`src/rtl/logic_gate_pipe_pkg.sv`:
```
// Shared opcode type and golden evaluation functions for the logic-gate pipeline.
// The vector form of logic_eval is the reference model used by assertions and benches.
package logic_gate_pkg;

    localparam int MAX_W = 64;

    typedef enum logic [2:0] {
        OP_NOT  = 3'd0,
        OP_AND  = 3'd1,
        OP_OR   = 3'd2,
        OP_NAND = 3'd3,
        OP_NOR  = 3'd4,
        OP_XOR  = 3'd5,
        OP_XNOR = 3'd6,
        OP_BUF  = 3'd7
    } op_e;

    function automatic logic logic_eval_bit(input op_e op, input logic a, input logic b);
        logic r;
        case (op)
            OP_NOT:  r = ~a;
            OP_AND:  r = a & b;
            OP_OR:   r = a | b;
            OP_NAND: r = ~(a & b);
            OP_NOR:  r = ~(a | b);
            OP_XOR:  r = a ^ b;
            OP_XNOR: r = ~(a ^ b);
            default: r = a;
        endcase
        return r;
    endfunction

    // Callers zero-extend narrower operands and keep only their low WIDTH bits.
    function automatic logic [MAX_W-1:0] logic_eval(input op_e op, input logic [MAX_W-1:0] a,
                                                    input logic [MAX_W-1:0] b);
        logic [MAX_W-1:0] r;
        case (op)
            OP_NOT:  r = ~a;
            OP_AND:  r = a & b;
            OP_OR:   r = a | b;
            OP_NAND: r = ~(a & b);
            OP_NOR:  r = ~(a | b);
            OP_XOR:  r = a ^ b;
            OP_XNOR: r = ~(a ^ b);
            default: r = a;
        endcase
        return r;
    endfunction

endpackage

```
`src/rtl/logic_gate_stage.sv`:
```
// Generic valid/ready register slice; advances when empty or when downstream accepts.
// Bubbles keep stale payload so only valid-qualified data is ever written.
module logic_gate_stage #(
    parameter int W = 8
) (
    input  logic         clk,
    input  logic         rst,
    input  logic         in_valid,
    output logic         in_ready,
    input  logic [W-1:0] in_data,
    output logic         out_valid,
    input  logic         out_ready,
    output logic [W-1:0] out_data
);

    logic         valid_reg;
    logic [W-1:0] data_reg;

    assign in_ready  = !valid_reg || out_ready;
    assign out_valid = valid_reg;
    assign out_data  = data_reg;

    always_ff @(posedge clk or negedge rst) begin
        if (!rst) begin
            valid_reg <= 1'b0;
            data_reg  <= '0;
        end else if (in_ready) begin
            valid_reg <= in_valid;
            if (in_valid) begin
                data_reg <= in_data;
            end
        end
    end

endmodule

```
`src/rtl/logic_gate_pipe.sv`:
```
// Two-stage handshaked bitwise logic unit with result flags and saturating completion counter.
// Define LOGIC_GATE_PIPE_ASSERT_EN to compile in self-check assertions (active while rst=1).
module logic_gate_pipe
    import logic_gate_pkg::*;
#(
    parameter int WIDTH = 8,
    parameter int CNT_W = 16
) (
    input  logic             clk,
    input  logic             rst,
    input  logic             in_valid,
    output logic             in_ready,
    input  logic [WIDTH-1:0] a,
    input  logic [WIDTH-1:0] b,
    input  logic [2:0]       op,
    output logic             out_valid,
    input  logic             out_ready,
    output logic [WIDTH-1:0] y,
    output logic [2:0]       op_out,
    output logic             zero,
    output logic             ones,
    output logic [CNT_W-1:0] txn_cnt
);

    localparam int S1_W = 3 + 2 * WIDTH;
    localparam int S2_W = 3 + WIDTH + 2;

    logic             s1_valid;
    logic             s2_adv;
    logic [S1_W-1:0]  s1_data;
    logic [S2_W-1:0]  s2_in;
    logic [S2_W-1:0]  s2_data;
    op_e              s1_op;
    logic [WIDTH-1:0] s1_a;
    logic [WIDTH-1:0] s1_b;
    logic [WIDTH-1:0] y_calc;
    logic [CNT_W-1:0] txn_cnt_reg;

    logic_gate_stage #(.W(S1_W)) u_s1 (
        .clk       (clk),
        .rst       (rst),
        .in_valid  (in_valid),
        .in_ready  (in_ready),
        .in_data   ({op, a, b}),
        .out_valid (s1_valid),
        .out_ready (s2_adv),
        .out_data  (s1_data)
    );

    assign s1_op = op_e'(s1_data[S1_W-1 -: 3]);
    assign s1_a  = s1_data[2*WIDTH-1 -: WIDTH];
    assign s1_b  = s1_data[WIDTH-1:0];

    generate
        for (genvar gi = 0; gi < WIDTH; gi++) begin : g_bit
            assign y_calc[gi] = logic_eval_bit(s1_op, s1_a[gi], s1_b[gi]);
        end
    endgenerate

    // Flags are computed before S2 so outputs stay purely registered.
    assign s2_in = {s1_op, y_calc, ~|y_calc, &y_calc};

    logic_gate_stage #(.W(S2_W)) u_s2 (
        .clk       (clk),
        .rst       (rst),
        .in_valid  (s1_valid),
        .in_ready  (s2_adv),
        .in_data   (s2_in),
        .out_valid (out_valid),
        .out_ready (out_ready),
        .out_data  (s2_data)
    );

    assign op_out = s2_data[S2_W-1 -: 3];
    assign y      = s2_data[WIDTH+1:2];
    assign zero   = s2_data[1];
    assign ones   = s2_data[0];

    always_ff @(posedge clk or negedge rst) begin
        if (!rst) begin
            txn_cnt_reg <= '0;
        end else if (out_valid && out_ready && (txn_cnt_reg != {CNT_W{1'b1}})) begin
            txn_cnt_reg <= txn_cnt_reg + 1'b1;
        end
    end

    assign txn_cnt = txn_cnt_reg;

`ifdef LOGIC_GATE_PIPE_ASSERT_EN
    logic [MAX_W-1:0] gold_full;
    logic             chk_load_reg;
    logic [WIDTH-1:0] chk_y_reg;
    logic [WIDTH-1:0] chk_a_reg;
    logic [WIDTH-1:0] chk_b_reg;
    logic [2:0]       chk_op_reg;
    logic             hold_reg;
    logic [WIDTH-1:0] prev_y_reg;
    logic [2:0]       prev_op_reg;
    logic [CNT_W-1:0] prev_cnt_reg;

    assign gold_full = logic_eval(s1_op, MAX_W'(s1_a), MAX_W'(s1_b));

    always_ff @(posedge clk or negedge rst) begin
        if (!rst) begin
            chk_load_reg <= 1'b0;
            chk_y_reg    <= '0;
            chk_a_reg    <= '0;
            chk_b_reg    <= '0;
            chk_op_reg   <= '0;
            hold_reg     <= 1'b0;
            prev_y_reg   <= '0;
            prev_op_reg  <= '0;
            prev_cnt_reg <= '0;
        end else begin
            chk_load_reg <= s1_valid && s2_adv;
            chk_y_reg    <= gold_full[WIDTH-1:0];
            chk_a_reg    <= s1_a;
            chk_b_reg    <= s1_b;
            chk_op_reg   <= s1_op;
            hold_reg     <= out_valid && !out_ready;
            prev_y_reg   <= y;
            prev_op_reg  <= op_out;
            prev_cnt_reg <= txn_cnt_reg;
        end
    end

    // Checks compare the registered snapshot of the previous edge with current outputs.
    always @(posedge clk) begin
        if (rst) begin
            if (chk_load_reg) begin
                assert (y == chk_y_reg)
                else $error("logic_gate_pipe: y=%h golden=%h op=%0d a=%h b=%h",
                            y, chk_y_reg, chk_op_reg, chk_a_reg, chk_b_reg);
            end
            if (out_valid) begin
                assert ((zero == (y == '0)) && (ones == (&y)))
                else $error("logic_gate_pipe: flags zero=%b ones=%b y=%h op=%0d",
                            zero, ones, y, op_out);
            end
            if (hold_reg) begin
                assert (out_valid && (y == prev_y_reg) && (op_out == prev_op_reg))
                else $error("logic_gate_pipe: stall not held op=%0d y=%h was op=%0d y=%h",
                            op_out, y, prev_op_reg, prev_y_reg);
            end
            assert (txn_cnt_reg >= prev_cnt_reg)
            else $error("logic_gate_pipe: txn_cnt fell %0d -> %0d op=%0d y=%h",
                        prev_cnt_reg, txn_cnt_reg, op_out, y);
        end
    end
`endif

endmodule

```
`config.mk`:
```
export PLATFORM = sky130hd
export DESIGN_NAME = logic_gate_pipe
export DESIGN_NICKNAME = d
export VERILOG_FILES = /design/src/rtl/logic_gate_pipe_pkg.sv /design/src/rtl/logic_gate_stage.sv /design/src/rtl/logic_gate_pipe.sv
export SDC_FILE = /design/constraint.sdc
export NUM_CORES = 1
export LEC_CHECK = 0
export CAP_MARGIN = 20
export CORE_ASPECT_RATIO = 1.75
export CORE_MARGIN = 8
export CORE_UTILIZATION = 30
export CTS_BUF_LIST = sky130_fd_sc_hd__clkbuf_8
export CTS_CLUSTER_DIAMETER = 60
export DETAILED_ROUTE_END_ITERATION = 8
export SLEW_MARGIN = 10
export SYNTH_ARGS = -nofsm -noshare
export SYNTH_HDL_FRONTEND = slang
export SYNTH_HIERARCHICAL = 1
export SYNTH_SLANG_ARGS = --single-unit
```
`constraint.sdc`:
```
create_clock -name clk -period 3.6 [get_ports clk]
set_input_delay 0.72 -clock clk [delete_from_list [all_inputs] [get_ports clk]]
set_output_delay 0.72 -clock clk [all_outputs]
set_load 0.1 [all_outputs]
```
==> results.txt <==
The average cell area after synthesis is 11.21 sq um. The clock transition time at the flip-flop clock pins of the worst setup and hold paths is 0.10 ns. The count of hold-fix buffers inserted at cts is 0.

The commonest cells after synthesis are dfrtp_1 (50), mux2_4 (20), nand2_1 (20). The area of the core came out at 9849 sq um. STA puts the critical path data required time at 2.88 ns.

The endpoint class of the critical path is an output pin. By area the synthesized netlist is led by dfrtp_1 (41%), mux2_4 (10%), ha_1 (7.1%). Power spread over the standard cell area amounts to 673.7 nW/um^2. Buffers placed on the I/O ports in this run total 53. The library cell with the largest summed area after synthesis is dfrtp_1. The final-report max-slew violation count came out at 0. The area share of fa/ha/maj cells after synthesis came out at 7.054%. The worst slew slack as a fraction of its limit came out at 33.25%. In this run the clock root is driven by a clkbuf_8. Summed over all cells, the static leakage comes to 1.679 nW.

Dividing the final minimum period by the clock period gives 73.38%. Counting both buffers and inverters, the worst setup path holds a total of 1. The count of yosys warnings during synthesis is 6. In this run the number of cells on the critical path is 1. The number of antenna violations at the first check in global routing came to 0. The H-tree level count is 2. The post-CTS setup buffer count came out at 0. The flip-flop count of the largest register, all copies and words added came out at 19. The number of placement rows came out at 48. The min-delay analysis places its worst path in the category primary input to async pin. The largest family of logic cells by synthesized area is multiplexers. The clock arrives with 0.01239 ns of skew. The final weighted congestion of routability-driven global placement is 0.7986. The global-route congestion overflow total came out at 0. The HPWL reported at the end of detailed placement came out at 5080 microns.

The tightest hold path in the finished design has a slack of 0.4769 ns. The largest fanout of any net on the critical path came out at 6. The filler cell count in the final layout came out at 1,029. The total of endpoints with negative setup slack in the final report is 0. No sink is reached through more buffers than the 2 on the longest clock path. The worst setup path is launched from a register.

STA puts the critical path data arrival time at 1.92 ns. The smallest setup slack after layout came out at 0.9584 ns. The die area came out at 13,640 sq um. The simple-gate area share of the yosys netlist came out at 14.77%. In this run the cell area of the synthesized design comes to 3015 sq um. The maximum VDD drop is 0.0005376 V. After synthesis, the share of cell area in mux cells is 18.84%. Compared with the post-synthesis result, the final layout area differs by 23.86%. The cell family contributing the most delay on the critical path is buffers and inverters. The top-area cell type share of the netlist area came out at 41.49%. The share of cells above drive strength 1 came out at 18.52%.

The synthesized-area fraction occupied by xor and xnor cells came out at 4.066%. The final wirelength came out at 6539 microns. The proportion of synthesized chip area in sequential cells is 41.49%. Once layout is complete, the utilization of the core stands at 37.92%. The total vias in the final route came out at 2,133. Setup repair after global routing left no endpoint under its margin.

Across the run, the number of max-cap violations was 0. The largest incremental delay on the critical path is 1.17 ns. The upper clock frequency limit came out at 378.6 MHz. The number of global-route vias before repair is 2,299. Walking the worst path, the cells encountered are clkdlybuf4s50_1. The aggregate global-route resource usage came out at 10.04%. The number of hold-slack violations in the final timing report was 0. The number of top-level pins came out at 54. The critical path in this run is classified as register to output pin. The average detailed-routed wire length per instance came out at 14.56 microns. The flip-flop cell with the highest count after synthesis is dfrtp_1. The initial DRC count came out at 91.

The minimum period implied by the final worst setup slack came out at 2.642 ns. The sink count of the clock tree came out at 50. After the last flow step, the layout net total stands at 363. The wire length of the first global-routing pass is 11,210 microns.

The setup slack after placement came out at 1.053 ns. The clock latency at the later pin of the worst-skew pair is 0.31 ns. The vias per cell came out at 4.751.

For the pin with the worst max-slew slack, the measured transition is 0.9982 ns. The number of synthesized flops with an enable pin came out at 0. The final setup TNS came out at 0 ns. The slowest cell on the critical path is clkdlybuf4s50_1.

The share of the synthesized area in compound gates (AO/OA/AOI/OAI) came out at 8.714%. The number of gates resized after CTS is 0. The die span in y is 148.6 microns. Before antenna repair, the detailed router went through 4 iterations. The initial core utilization came out at 30.61%.

The number of antenna repair diodes is 0. The pin count of the biggest net entering global routing is 33. The post-synthesis register bit count came out at 50.

The cell count after synthesis came out at 269. After detailed routing, the number of remaining DRC violations is 0. The number of different library cells used by synthesis comes to 51. The most common cell in the synthesized netlist is dfrtp_1. TritonCTS built the clock tree. The proportion of register bits with asynchronous set or reset after synthesis came out at 100.0%. The number of buffers created by CTS is 5. The flow ran to the end, and the final reports show no timing, DRC or antenna violations.

The cell depth of the worst flop-to-flop path came out at 8. The number of nets produced by synthesis came out at 309. The x dimension of the die is 91.79 microns.

The number of nets with antenna violations after routing is 0.
## cells by family after synthesis
family,after synthesis
multiplexers,42
flip-flops,50
XOR/XNOR,14
AO/OA/AOI/OAI,39
AND/OR/NAND/NOR,78
adder cells (fa/ha/maj),17
buffers and inverters,29
## per-layer routing
| metal | vias to the layer above | routed length [microns] | global-route usage, % |
|---|---|---|---|
| met2 | 48 | 3535 | 17.92 |
| met4 | 0 | 194 | 5.028 |
| li1 | 1045 | - | - |
| met1 | 1026 | 2394 | 10.13 |
| met3 | 14 | 415 | 3.281 |
| met5 | - | 0 | 0 |
## final cells by class
cell class / count / area (sq um) / area share, %
multi-input cells: 190 / 1612 / 43.15
flip-flops and latches: 50 / 1251 / 33.50
repair buffers: 56 / 540.5 / 14.47
well taps: 125 / 156.4 / 4.188
clock buffers: 6 / 82.58 / 2.211
inverters: 20 / 75.07 / 2.010
clock inverters: 2 / 17.52 / 0.4690
## where the power goes
group          total, mW  switching, mW  internal (mW)
registers          0.803          0.122          0.680
logic               1.36          0.925          0.432
clock network      0.357          0.198          0.159
## stage by stage
stage | power (mW) | instance area (sq um) | cells
global route | 2.663 | 3735 | 449
global placement | 2.163 | 3635 | 441
detailed placement | 2.186 | 3635 | 441
finish | 2.516 | 3735 | 449
floorplan | 1.869 | 3015 | 269
CTS | 2.557 | 3735 | 449
## placed cells by master, fill, tap and decap left out, types with 2 or more instances in the layout
master and instances:
nand3_1 7, or2b_1 2, o211ai_1 2, a22oi_1 2, buf_4 6, clkdlybuf4s50_1 49
a21oi_1 10, a32o_1 3, xor2_1 3, or2_2 2, clkbuf_8 6, nand2_4 2
nand4_1 4, dfrtp_1 50, nor2b_1 4, mux2i_1 5, clkinv_4 2, nand2b_4 2
nand2b_1 8, a21boi_0 2, or2_0 2, mux2_2 15, inv_1 19, ha_1 17
nand2_1 20, xnor2_1 11, or3_1 3, nor2_1 12, and3_1 2, o21ai_0 9
a32oi_1 3, mux2_4 20
## worst paths after layout
| kind | start | to | slack [ns] |
|---|---|---|---|
| worst max-delay path | txn_cnt[12] | txn_cnt[12] | 0.96 |
| max in group asynchronous | rst | txn_cnt[4] | 2.38 |
| min in group clk | txn_cnt[9] | txn_cnt[9] | 0.50 |
| worst max register to register | u_s1/out_data[18] | u_s2/out_data[1] | 1.09 |
| worst min-delay path | rst | u_s1/out_data[7] | 0.48 |
| worst min register to register | txn_cnt[9] | txn_cnt[9] | 0.50 |
No activity file was read; power rests on OpenSTA's default activity.
